## config.mk

```make
export PLATFORM = sky130hd
export DESIGN_NAME = cache_controller_flat
export DESIGN_NICKNAME = d
export VERILOG_FILES = /design/src/rtl/cache_controller_pkg.sv /design/src/rtl/cache_controller_if.sv /design/src/rtl/cache_controller_tag_array.sv /design/src/rtl/cache_controller.sv /design/src/flat_wrapper.sv
export SDC_FILE = /design/constraint.sdc
export NUM_CORES = 1
export LEC_CHECK = 0
export ABC_AREA = 0
export CAP_MARGIN = 20
export CORE_ASPECT_RATIO = 0.8
export CORE_MARGIN = 2
export CORE_UTILIZATION = 49
export CTS_BUF_LIST = sky130_fd_sc_hd__clkbuf_16
export CTS_CLUSTER_SIZE = 30
export DETAILED_ROUTE_END_ITERATION = 7
export HOLD_SLACK_MARGIN = 0.05
export PLACE_DENSITY = 0.81
export REMOVE_ABC_BUFFERS = 1
export SLEW_MARGIN = 25
export SYNTH_ARGS = -nofsm -noshare
export SYNTH_HDL_FRONTEND = slang
export SYNTH_HIERARCHICAL = 1
export SYNTH_SLANG_ARGS = --single-unit
```

## constraint.sdc

```tcl
create_clock -name clk -period 4.05 [get_ports clk]
set_input_delay 0.405 -clock clk [delete_from_list [all_inputs] [get_ports clk]]
set_output_delay 0.405 -clock clk [all_outputs]
set_load 0.01 [all_outputs]
```

## src/rtl/cache_controller_pkg.sv

```systemverilog
// Shared types, geometry and address helpers for the direct-mapped cache controller.
// Pure declarations, no latency of its own.
// No flow control here; consumers own the handshakes.
package cache_controller_pkg;

  localparam int XLEN             = 32;
  localparam int NUM_SETS         = 4;
  localparam int WORDS_PER_LINE   = 8;
  localparam int SET_SIZE         = $clog2(NUM_SETS);
  localparam int WORD_SELECT_SIZE = $clog2(WORDS_PER_LINE);
  localparam int BYTE_SELECT_SIZE = 2;
  localparam int TAG_SIZE         = XLEN - SET_SIZE - WORD_SELECT_SIZE - BYTE_SELECT_SIZE;

  typedef enum logic {LOAD = 1'b0, STORE = 1'b1} memory_operation_e;
  typedef enum logic [1:0] {BYTE = 2'd0, HALF = 2'd1, WORD = 2'd2} memory_operation_size_e;
  typedef enum logic [1:0] {IDLE = 2'd0, LOOKUP = 2'd1, FILL = 2'd2, WRITE_MEM = 2'd3} cache_state_e;

  // Byte address split, MSB first: tag | set | word | byte offset.
  typedef struct packed {
    logic [TAG_SIZE-1:0]         tag;
    logic [SET_SIZE-1:0]         set;
    logic [WORD_SELECT_SIZE-1:0] word;
    logic [BYTE_SELECT_SIZE-1:0] byte_off;
  } addr_t;

  function automatic logic is_misaligned(memory_operation_size_e size,
                                         logic [BYTE_SELECT_SIZE-1:0] off);
    case (size)
      HALF:    return off[0];
      WORD:    return off != '0;
      default: return 1'b0;
    endcase
  endfunction

  // Word-aligned address of word w inside the line that holds a.
  function automatic logic [XLEN-1:0] line_word_addr(addr_t a, logic [WORD_SELECT_SIZE-1:0] w);
    return {a.tag, a.set, w, {BYTE_SELECT_SIZE{1'b0}}};
  endfunction

  // The data-line array returns the selected sub-word right-aligned; clear the unused upper bits.
  function automatic logic [XLEN-1:0] zero_extend(logic [XLEN-1:0] w, memory_operation_size_e size);
    case (size)
      BYTE:    return {{(XLEN-8){1'b0}}, w[7:0]};
      HALF:    return {{(XLEN-16){1'b0}}, w[15:0]};
      default: return w;
    endcase
  endfunction

endpackage

```

## src/rtl/cache_controller_if.sv

```systemverilog
// Bundles the CPU request/response, memory and data-line array signals of the cache controller.
// Wires only, no latency.
// Handshakes: req_valid/req_ready for CPU, mem_req held until mem_ready for memory.
interface cache_controller_if;
  import cache_controller_pkg::*;

  // CPU side
  logic                        req_valid;
  logic                        req_ready;
  memory_operation_e           req_op;
  memory_operation_size_e      req_size;
  logic [XLEN-1:0]             req_addr;
  logic [XLEN-1:0]             req_wdata;
  logic                        resp_valid;
  logic [XLEN-1:0]             resp_rdata;
  logic                        resp_error;
  logic                        flush;
  // Memory side
  logic                        mem_req;
  logic                        mem_we;
  logic [XLEN-1:0]             mem_addr;
  memory_operation_size_e      mem_size;
  logic [XLEN-1:0]             mem_wdata;
  logic                        mem_ready;
  logic [XLEN-1:0]             mem_rdata;
  // Data-line array side
  logic                        dl_perform_write;
  logic [SET_SIZE-1:0]         dl_set;
  memory_operation_size_e      dl_op_size;
  logic [WORD_SELECT_SIZE-1:0] dl_word_select;
  logic [BYTE_SELECT_SIZE-1:0] dl_byte_select;
  logic [XLEN-1:0]             dl_word_to_store;
  logic [XLEN-1:0]             dl_fetched_word;

  // Environment view: CPU, memory and data-line array together.
  modport master (
    output req_valid, req_op, req_size, req_addr, req_wdata, flush,
           mem_ready, mem_rdata, dl_fetched_word,
    input  req_ready, resp_valid, resp_rdata, resp_error,
           mem_req, mem_we, mem_addr, mem_size, mem_wdata,
           dl_perform_write, dl_set, dl_op_size, dl_word_select, dl_byte_select, dl_word_to_store
  );

  // Controller view.
  modport slave (
    input  req_valid, req_op, req_size, req_addr, req_wdata, flush,
           mem_ready, mem_rdata, dl_fetched_word,
    output req_ready, resp_valid, resp_rdata, resp_error,
           mem_req, mem_we, mem_addr, mem_size, mem_wdata,
           dl_perform_write, dl_set, dl_op_size, dl_word_select, dl_byte_select, dl_word_to_store
  );

endinterface

```

## src/rtl/cache_controller_tag_array.sv

```systemverilog
// Per-set tag registers and valid bits for the direct-mapped cache.
// Lookup is combinational; updates land on the next clock edge.
// No backpressure; the controller issues at most one update per cycle.
module cache_tag_array
  import cache_controller_pkg::*;
(
  input  logic                clk,
  input  logic                rst_n,
  input  logic [SET_SIZE-1:0] i_lookup_set,
  output logic [TAG_SIZE-1:0] o_lookup_tag,
  output logic                o_lookup_valid,
  input  logic                i_set_tag,
  input  logic                i_set_valid,
  input  logic                i_clear_valid,
  input  logic                i_flush,
  input  logic [SET_SIZE-1:0] i_wr_set,
  input  logic [TAG_SIZE-1:0] i_wr_tag
);

  logic [TAG_SIZE-1:0] r_tag [NUM_SETS];
  logic [NUM_SETS-1:0] r_valid;

  // Tags need no reset: a line is only trusted once its valid bit is set.
  always_ff @(posedge clk) begin
    if (i_set_tag) r_tag[i_wr_set] <= i_wr_tag;
  end

  // Valid bits: flush clears everything, otherwise per-set clear on miss / set on fill completion.
  always_ff @(posedge clk or negedge rst_n) begin
    if (!rst_n) begin
      r_valid <= '0;
    end else if (i_flush) begin
      r_valid <= '0;
    end else if (i_clear_valid) begin
      r_valid[i_wr_set] <= 1'b0;
    end else if (i_set_valid) begin
      r_valid[i_wr_set] <= 1'b1;
    end
  end

  assign o_lookup_tag   = r_tag[i_lookup_set];
  assign o_lookup_valid = r_valid[i_lookup_set];

endmodule

```

## src/rtl/cache_controller.sv

```systemverilog
// Direct-mapped write-through/write-allocate cache control FSM in front of the data-line array.
// Load hit responds 1 cycle after transfer; a miss fills 8 words then replays as a hit.
// req_ready only in IDLE; mem_req and its address/data are held stable until mem_ready.
module cache_controller
  import cache_controller_pkg::*;
(
  input  logic               clk,
  input  logic               rst_n,
  cache_controller_if.slave  bus
);

  cache_state_e                r_state;
  memory_operation_e           r_op;
  memory_operation_size_e      r_size;
  addr_t                       r_addr;
  logic [XLEN-1:0]             r_wdata;
  logic [WORD_SELECT_SIZE-1:0] r_cnt;
  logic                        r_mem_req;
  logic                        r_mem_we;
  logic [XLEN-1:0]             r_mem_addr;
  memory_operation_size_e      r_mem_size;
  logic [XLEN-1:0]             r_mem_wdata;

  logic [TAG_SIZE-1:0]         w_lookup_tag;
  logic                        w_lookup_valid;
  logic                        w_in_lookup;
  logic                        w_in_fill;
  logic                        w_misaligned;
  logic                        w_hit;
  logic                        w_load_hit;
  logic                        w_store_hit;
  logic                        w_miss;
  logic                        w_fill_beat;
  logic                        w_fill_last;
  logic                        w_flush;
  logic [WORD_SELECT_SIZE-1:0] w_next_cnt;

  assign w_in_lookup  = (r_state == LOOKUP);
  assign w_in_fill    = (r_state == FILL);
  assign w_misaligned = is_misaligned(r_size, r_addr.byte_off);
  assign w_hit        = w_lookup_valid && (w_lookup_tag == r_addr.tag);
  assign w_load_hit   = w_in_lookup && !w_misaligned && w_hit && (r_op == LOAD);
  assign w_store_hit  = w_in_lookup && !w_misaligned && w_hit && (r_op == STORE);
  assign w_miss       = w_in_lookup && !w_misaligned && !w_hit;
  assign w_fill_beat  = w_in_fill && bus.mem_ready;
  assign w_fill_last  = w_fill_beat && (r_cnt == WORD_SELECT_SIZE'(WORDS_PER_LINE - 1));
  assign w_next_cnt   = r_cnt + 1'b1;
  // A request arriving together with flush wins; the flush is dropped.
  assign w_flush      = (r_state == IDLE) && bus.flush && !bus.req_valid;

  cache_tag_array u_tags (
    .clk            (clk),
    .rst_n          (rst_n),
    .i_lookup_set   (r_addr.set),
    .o_lookup_tag   (w_lookup_tag),
    .o_lookup_valid (w_lookup_valid),
    .i_set_tag      (w_miss),
    .i_set_valid    (w_fill_last),
    .i_clear_valid  (w_miss),
    .i_flush        (w_flush),
    .i_wr_set       (r_addr.set),
    .i_wr_tag       (r_addr.tag)
  );

  // Main FSM: captures the request, sequences line fills and write-through, registers memory outputs.
  always_ff @(posedge clk or negedge rst_n) begin
    if (!rst_n) begin
      r_state     <= IDLE;
      r_op        <= LOAD;
      r_size      <= BYTE;
      r_addr      <= '0;
      r_wdata     <= '0;
      r_cnt       <= '0;
      r_mem_req   <= 1'b0;
      r_mem_we    <= 1'b0;
      r_mem_addr  <= '0;
      r_mem_size  <= BYTE;
      r_mem_wdata <= '0;
    end else begin
      case (r_state)
        IDLE: begin
          if (bus.req_valid) begin
            r_op    <= bus.req_op;
            r_size  <= bus.req_size;
            r_addr  <= addr_t'(bus.req_addr);
            r_wdata <= bus.req_wdata;
            r_state <= LOOKUP;
          end
        end
        LOOKUP: begin
          if (w_misaligned) begin
            r_state <= IDLE;
          end else if (w_hit) begin
            if (r_op == STORE) begin
              r_mem_req   <= 1'b1;
              r_mem_we    <= 1'b1;
              r_mem_addr  <= r_addr;
              r_mem_size  <= r_size;
              r_mem_wdata <= r_wdata;
              r_state     <= WRITE_MEM;
            end else begin
              r_state <= IDLE;
            end
          end else begin
            r_cnt       <= '0;
            r_mem_req   <= 1'b1;
            r_mem_we    <= 1'b0;
            r_mem_addr  <= line_word_addr(r_addr, '0);
            r_mem_size  <= WORD;
            r_mem_wdata <= r_wdata;
            r_state     <= FILL;
          end
        end
        FILL: begin
          if (bus.mem_ready) begin
            r_cnt      <= w_next_cnt;
            r_mem_addr <= line_word_addr(r_addr, w_next_cnt);
            if (r_cnt == WORD_SELECT_SIZE'(WORDS_PER_LINE - 1)) begin
              // Line complete: go back to LOOKUP so the request replays as a hit.
              r_mem_req <= 1'b0;
              r_state   <= LOOKUP;
            end
          end
        end
        WRITE_MEM: begin
          if (bus.mem_ready) begin
            r_mem_req <= 1'b0;
            r_mem_we  <= 1'b0;
            r_state   <= IDLE;
          end
        end
        default: r_state <= IDLE;
      endcase
    end
  end

  assign bus.req_ready  = (r_state == IDLE);
  assign bus.resp_valid = (w_in_lookup && w_misaligned) || w_load_hit
                        || ((r_state == WRITE_MEM) && bus.mem_ready);
  assign bus.resp_error = w_in_lookup && w_misaligned;
  assign bus.resp_rdata = w_load_hit ? zero_extend(bus.dl_fetched_word, r_size) : '0;

  assign bus.mem_req   = r_mem_req;
  assign bus.mem_we    = r_mem_we;
  assign bus.mem_addr  = r_mem_addr;
  assign bus.mem_size  = r_mem_size;
  assign bus.mem_wdata = r_mem_wdata;

  // During a fill the data-line port writes whole words at the fill counter; otherwise it follows the request.
  assign bus.dl_perform_write = w_fill_beat || w_store_hit;
  assign bus.dl_set           = r_addr.set;
  assign bus.dl_op_size       = w_in_fill ? WORD : r_size;
  assign bus.dl_word_select   = w_in_fill ? r_cnt : r_addr.word;
  assign bus.dl_byte_select   = w_in_fill ? '0 : r_addr.byte_off;
  assign bus.dl_word_to_store = w_in_fill ? bus.mem_rdata : r_wdata;

endmodule

```

## src/flat_wrapper.sv

```systemverilog
// flat-port wrapper written by rule: the top's interface ports become plain ports
module cache_controller_flat import cache_controller_pkg::*;
  (clk, rst_n, bus_req_valid, bus_req_op, bus_req_size, bus_req_addr, bus_req_wdata, bus_flush, bus_mem_ready, bus_mem_rdata, bus_dl_fetched_word, bus_req_ready, bus_resp_valid, bus_resp_rdata, bus_resp_error, bus_mem_req, bus_mem_we, bus_mem_addr, bus_mem_size, bus_mem_wdata, bus_dl_perform_write, bus_dl_set, bus_dl_op_size, bus_dl_word_select, bus_dl_byte_select, bus_dl_word_to_store);
  cache_controller_if bus_i ();
  input  logic clk;
  input  logic rst_n;
  input wire logic [$bits(bus_i.req_valid)-1:0] bus_req_valid;
  input wire logic [$bits(bus_i.req_op)-1:0] bus_req_op;
  input wire logic [$bits(bus_i.req_size)-1:0] bus_req_size;
  input wire logic [$bits(bus_i.req_addr)-1:0] bus_req_addr;
  input wire logic [$bits(bus_i.req_wdata)-1:0] bus_req_wdata;
  input wire logic [$bits(bus_i.flush)-1:0] bus_flush;
  input wire logic [$bits(bus_i.mem_ready)-1:0] bus_mem_ready;
  input wire logic [$bits(bus_i.mem_rdata)-1:0] bus_mem_rdata;
  input wire logic [$bits(bus_i.dl_fetched_word)-1:0] bus_dl_fetched_word;
  output wire logic [$bits(bus_i.req_ready)-1:0] bus_req_ready;
  output wire logic [$bits(bus_i.resp_valid)-1:0] bus_resp_valid;
  output wire logic [$bits(bus_i.resp_rdata)-1:0] bus_resp_rdata;
  output wire logic [$bits(bus_i.resp_error)-1:0] bus_resp_error;
  output wire logic [$bits(bus_i.mem_req)-1:0] bus_mem_req;
  output wire logic [$bits(bus_i.mem_we)-1:0] bus_mem_we;
  output wire logic [$bits(bus_i.mem_addr)-1:0] bus_mem_addr;
  output wire logic [$bits(bus_i.mem_size)-1:0] bus_mem_size;
  output wire logic [$bits(bus_i.mem_wdata)-1:0] bus_mem_wdata;
  output wire logic [$bits(bus_i.dl_perform_write)-1:0] bus_dl_perform_write;
  output wire logic [$bits(bus_i.dl_set)-1:0] bus_dl_set;
  output wire logic [$bits(bus_i.dl_op_size)-1:0] bus_dl_op_size;
  output wire logic [$bits(bus_i.dl_word_select)-1:0] bus_dl_word_select;
  output wire logic [$bits(bus_i.dl_byte_select)-1:0] bus_dl_byte_select;
  output wire logic [$bits(bus_i.dl_word_to_store)-1:0] bus_dl_word_to_store;
  assign bus_i.req_valid = bus_req_valid;
  assign bus_i.req_op = bus_req_op;
  assign bus_i.req_size = bus_req_size;
  assign bus_i.req_addr = bus_req_addr;
  assign bus_i.req_wdata = bus_req_wdata;
  assign bus_i.flush = bus_flush;
  assign bus_i.mem_ready = bus_mem_ready;
  assign bus_i.mem_rdata = bus_mem_rdata;
  assign bus_i.dl_fetched_word = bus_dl_fetched_word;
  assign bus_req_ready = bus_i.req_ready;
  assign bus_resp_valid = bus_i.resp_valid;
  assign bus_resp_rdata = bus_i.resp_rdata;
  assign bus_resp_error = bus_i.resp_error;
  assign bus_mem_req = bus_i.mem_req;
  assign bus_mem_we = bus_i.mem_we;
  assign bus_mem_addr = bus_i.mem_addr;
  assign bus_mem_size = bus_i.mem_size;
  assign bus_mem_wdata = bus_i.mem_wdata;
  assign bus_dl_perform_write = bus_i.dl_perform_write;
  assign bus_dl_set = bus_i.dl_set;
  assign bus_dl_op_size = bus_i.dl_op_size;
  assign bus_dl_word_select = bus_i.dl_word_select;
  assign bus_dl_byte_select = bus_i.dl_byte_select;
  assign bus_dl_word_to_store = bus_i.dl_word_to_store;
  cache_controller u_core (.clk(clk), .rst_n(rst_n), .bus(bus_i));
endmodule
```

==> impl_results.md <==
* I/O Buffers at 280
* Critical setup path kind: register to output port
* P_leak at 0.006089 uW
* Post-Syn Area at 10530 um^2
* Worst Path Arrival at 3.61 ns
* Io pins at 281
* Unrepaired setup endpoints after global routing: yes
* Reg2reg path depth at 12
* Hold depth at 3
* Max Cap Viol at 0
* Sw Share at 0.3298
* Crit. End Element: output port
* Clock skew at 0.01245 ns
* Max Clock Freq at 0.2491 GHz
* Asr flop ratio synth at 0.5902
* Dpl hpwl at 17.00 mm
* Setup tns final at 0 ns
* Die height at 135.1 um
* Row cnt at 47
* Pre-CTS setup slack at 0.04781 ns
* Final Hold Viols at 0
* P&R area growth vs syn at 38.91%
* Initial DRC Count at 356
* Hold Path Sink: u_core/r_addr[24]
* Initial antenna violation count at 0
* Vias in the first global route at 7015
* CTS tree: built
* CTS root buf: clkbuf_16
* Mapped Cells at 709
* Final WS setup at 0.03588 ns
* Sequential power share at 0.370
* Critical path peak fanout at 7
* Synth unique cells at 52
* Final ANT Viol Nets at 0
* Final WL at 25.67 mm
* Clk pwr share at 0.196
* Area contributors post-synth: dfrtp_1, edfxtp_1, mux2_2, mux4_2, nand2_1
* Top-count cell post-synth: dfrtp_1
* Clk sinks at 244
* Largest net degree at the start of global routing at 76
* Status: completed
* GRT Total Usage at 0.2223
* Internal reg-to-reg setup slack at 0.32 ns
* Min Hold Slack at 0.4520 ns
* Crit path time final at 4.014 ns
* Initial Utilization at 0.5042
* Synth Warn # at 6
* Worst-Margin Slew at 0.8857 ns
* Die area at 22680 um^2
* Reg clk slew, reported paths at 0.06 ns
* Cell Area, Placed at 13640 um^2
* Pint at 7809 uW
* Total CTS buffers at 25
* First-pass GRT wire length at 39.25 mm
* Total grt overflow at 0
* Final worst-path cycle share at 0.9911
* Max-slew violations at 0
* Antenna fix cells at 0
* Post-synth EDFFs at 100
* P_sw at 3843 uW
* Main synth FF type: dfrtp_1
* Worst-skew pair later-pin latency at 0.52 ns
* Reg2reg start: u_core/bus.dl_set[0]
* Die width at 167.9 um
* DRC Markers at 0
* Average size of a mapped cell at 14.84 um^2
* Hold Crit Class: input pin to register
* Drt pass-1 iters at 5
* Final #Nets at 1164
* Share of cells above drive strength 1 at 0.2658
* Routability Congestion at 0.7699
* P per Cell Area at 797.0 nW/um^2
* Hold wc startpoint: bus_req_addr[24]
* Rel. slew slack at 0.4012
* FF-to-FF End: u_core/u_tags/r_tag[1][16]
* Comb power frac at 0.435
* Drt wl/cell at 19.58 um
* Largest area contributor in the netlist: dfrtp_1
* Critical Path Start Type: register
* Sequential fraction of the synthesis area at 0.6277
* Post-route cell area at 14620 um^2
* DR vias at 6868
* Required @ worst endpoint at 3.64 ns
* Synthesized flop and latch total at 244
* Max VDD drop at 519.9 uV
* Post-synth top cells: dfrtp_1, nand2_1, edfxtp_1
* Longest Clk Path Bufs at 3
* Core footprint at 20880 um^2
* Final setup violation count at 0
* Yosys top cell area share at 0.3424
* CTS H-tree depth at 1
* Via-to-Cell Ratio at 5.239
* Post-layout util at 0.7003
[state kept, by name (all words and copies together), names as in the netlist]
signal	flops
u_core/u_tags/r_valid	4
u_core/r_state	2
u_core/bus.mem_addr	32
u_core/bus.mem_req	1
u_core/bus.mem_wdata	32
u_core/r_wdata	32
u_core/r_op	1
u_core/bus.dl_set	2
u_core/r_addr	30
u_core/u_tags/r_tag	100
u_core/r_size	2
u_core/bus.mem_size	2
u_core/bus.mem_we	1
u_core/r_cnt	3
[placed cells by master, fill, tap and decap left out, types with 6 or more instances in the layout]
master           synthesis  layout
and2_1                  43      37
and2_4                   0       6
buf_2                    2      21
buf_4                    2      32
buf_6                    9       8
clkbuf_16                0      27
clkdlybuf4s50_1          0     245
clkinv_2                 0       7
dfrtp_1                144     143
edfxtp_1               100     100
inv_1                   15      19
mux2_2                  97      97
mux2_4                  26      26
mux4_1                   6       6
mux4_2                  20      20
nand2_1                117     117
nor2_1                  11       9
o21ai_0                  7       7
xor2_1                  21      21
[metal layers]
metal,share of wire,track usage,vias to the layer above
met2,0.50,0.3689,244
met5,0,0,-
met4,0.025,0.06618,0
met1,0.42,0.2973,3416
li1,-,-,3162
met3,0.064,0.04953,46
[cell type report]
cell class	instances	area, um^2
clock buffers	27	675.6
clock inverters	19	142.6
fillers	1405	6256
inverters	15	56.30
multi-input cells	415	3681
flip-flops and latches	244	6608
well taps	269	336.6
repair buffers	322	3120
[critical path, cell delays in order (launching register included)]
cell       delay (ns)
dfrtp_2          0.41
buf_12           0.13
buf_16           0.13
mux4_2           0.51
xor2_1           0.17
nor4_2           0.31
nand4_1          0.24
or2_4            0.32
buf_4            0.15
a2111oi_4        0.17
buf_4            0.19
buf_4            0.10
and2_1           0.12
buf_2            0.13
[cell families after synthesis]
group | Yosys count | synth area share
xor gates and xnor gates | 21 | 0.01748
adders and majority gates | 5 | 0.005944
DFF | 244 | 0.6277
buffers and inverters | 50 | 0.02841
and+or+nand+nor | 202 | 0.09154
muxes | 153 | 0.2026
AOI/OAI and AO/OA | 34 | 0.02639
[worst max-delay path by stage]
stage | from | endpoint | slack (ns) | depth (start not counted)
2_1_floorplan | u_core/bus.dl_set[0] | u_core/bus.mem_wdata[0] | -0.43 | 7
3_3_place_gp | u_core/bus.dl_set[0] | bus_resp_rdata[11] | 0.14 | 10
3_5_place_dp | u_core/bus.dl_set[0] | bus_resp_rdata[10] | 0.05 | 10
4_1_cts | u_core/bus.dl_set[0] | bus_resp_valid | -0.1 | 11
5_1_grt | u_core/bus.dl_set[0] | bus_resp_rdata[28] | -0.16 | 11
6_report | u_core/bus.dl_set[0] | bus_resp_rdata[10] | 0.04 | 13
[what timing repair did]
| item | in CTS | in global routing |
|---|---|---|
| endpoints found under the hold margin | 73 | 0 |
| resized for setup | 42 | 104 |
| setup buffers | 6 | 9 |
| pin swaps | 2 | 7 |
| gates cloned | 2 | 0 |
| setup endpoints to repair | 34 | 34 |
| hold buffers | 1 | 0 |
[metrics by stage]
step	power [uW]	cells
global placement	9033	1246
global route	12250	1311
finish	11650	1311
floorplan	6883	674
CTS	11690	1301
detailed placement	9196	1246
[power by group through the flow]
stage,logic (uW),clock network (uW),registers (uW)
6_report,5060,2280,4310
5_1_grt,5400,2420,4430
4_1_cts,5060,2320,4300
3_5_place_dp,4870,0,4330
3_3_place_gp,4760,0,4270
2_1_floorplan,2510,0,4370
No activity file was read; power rests on OpenSTA's default activity.
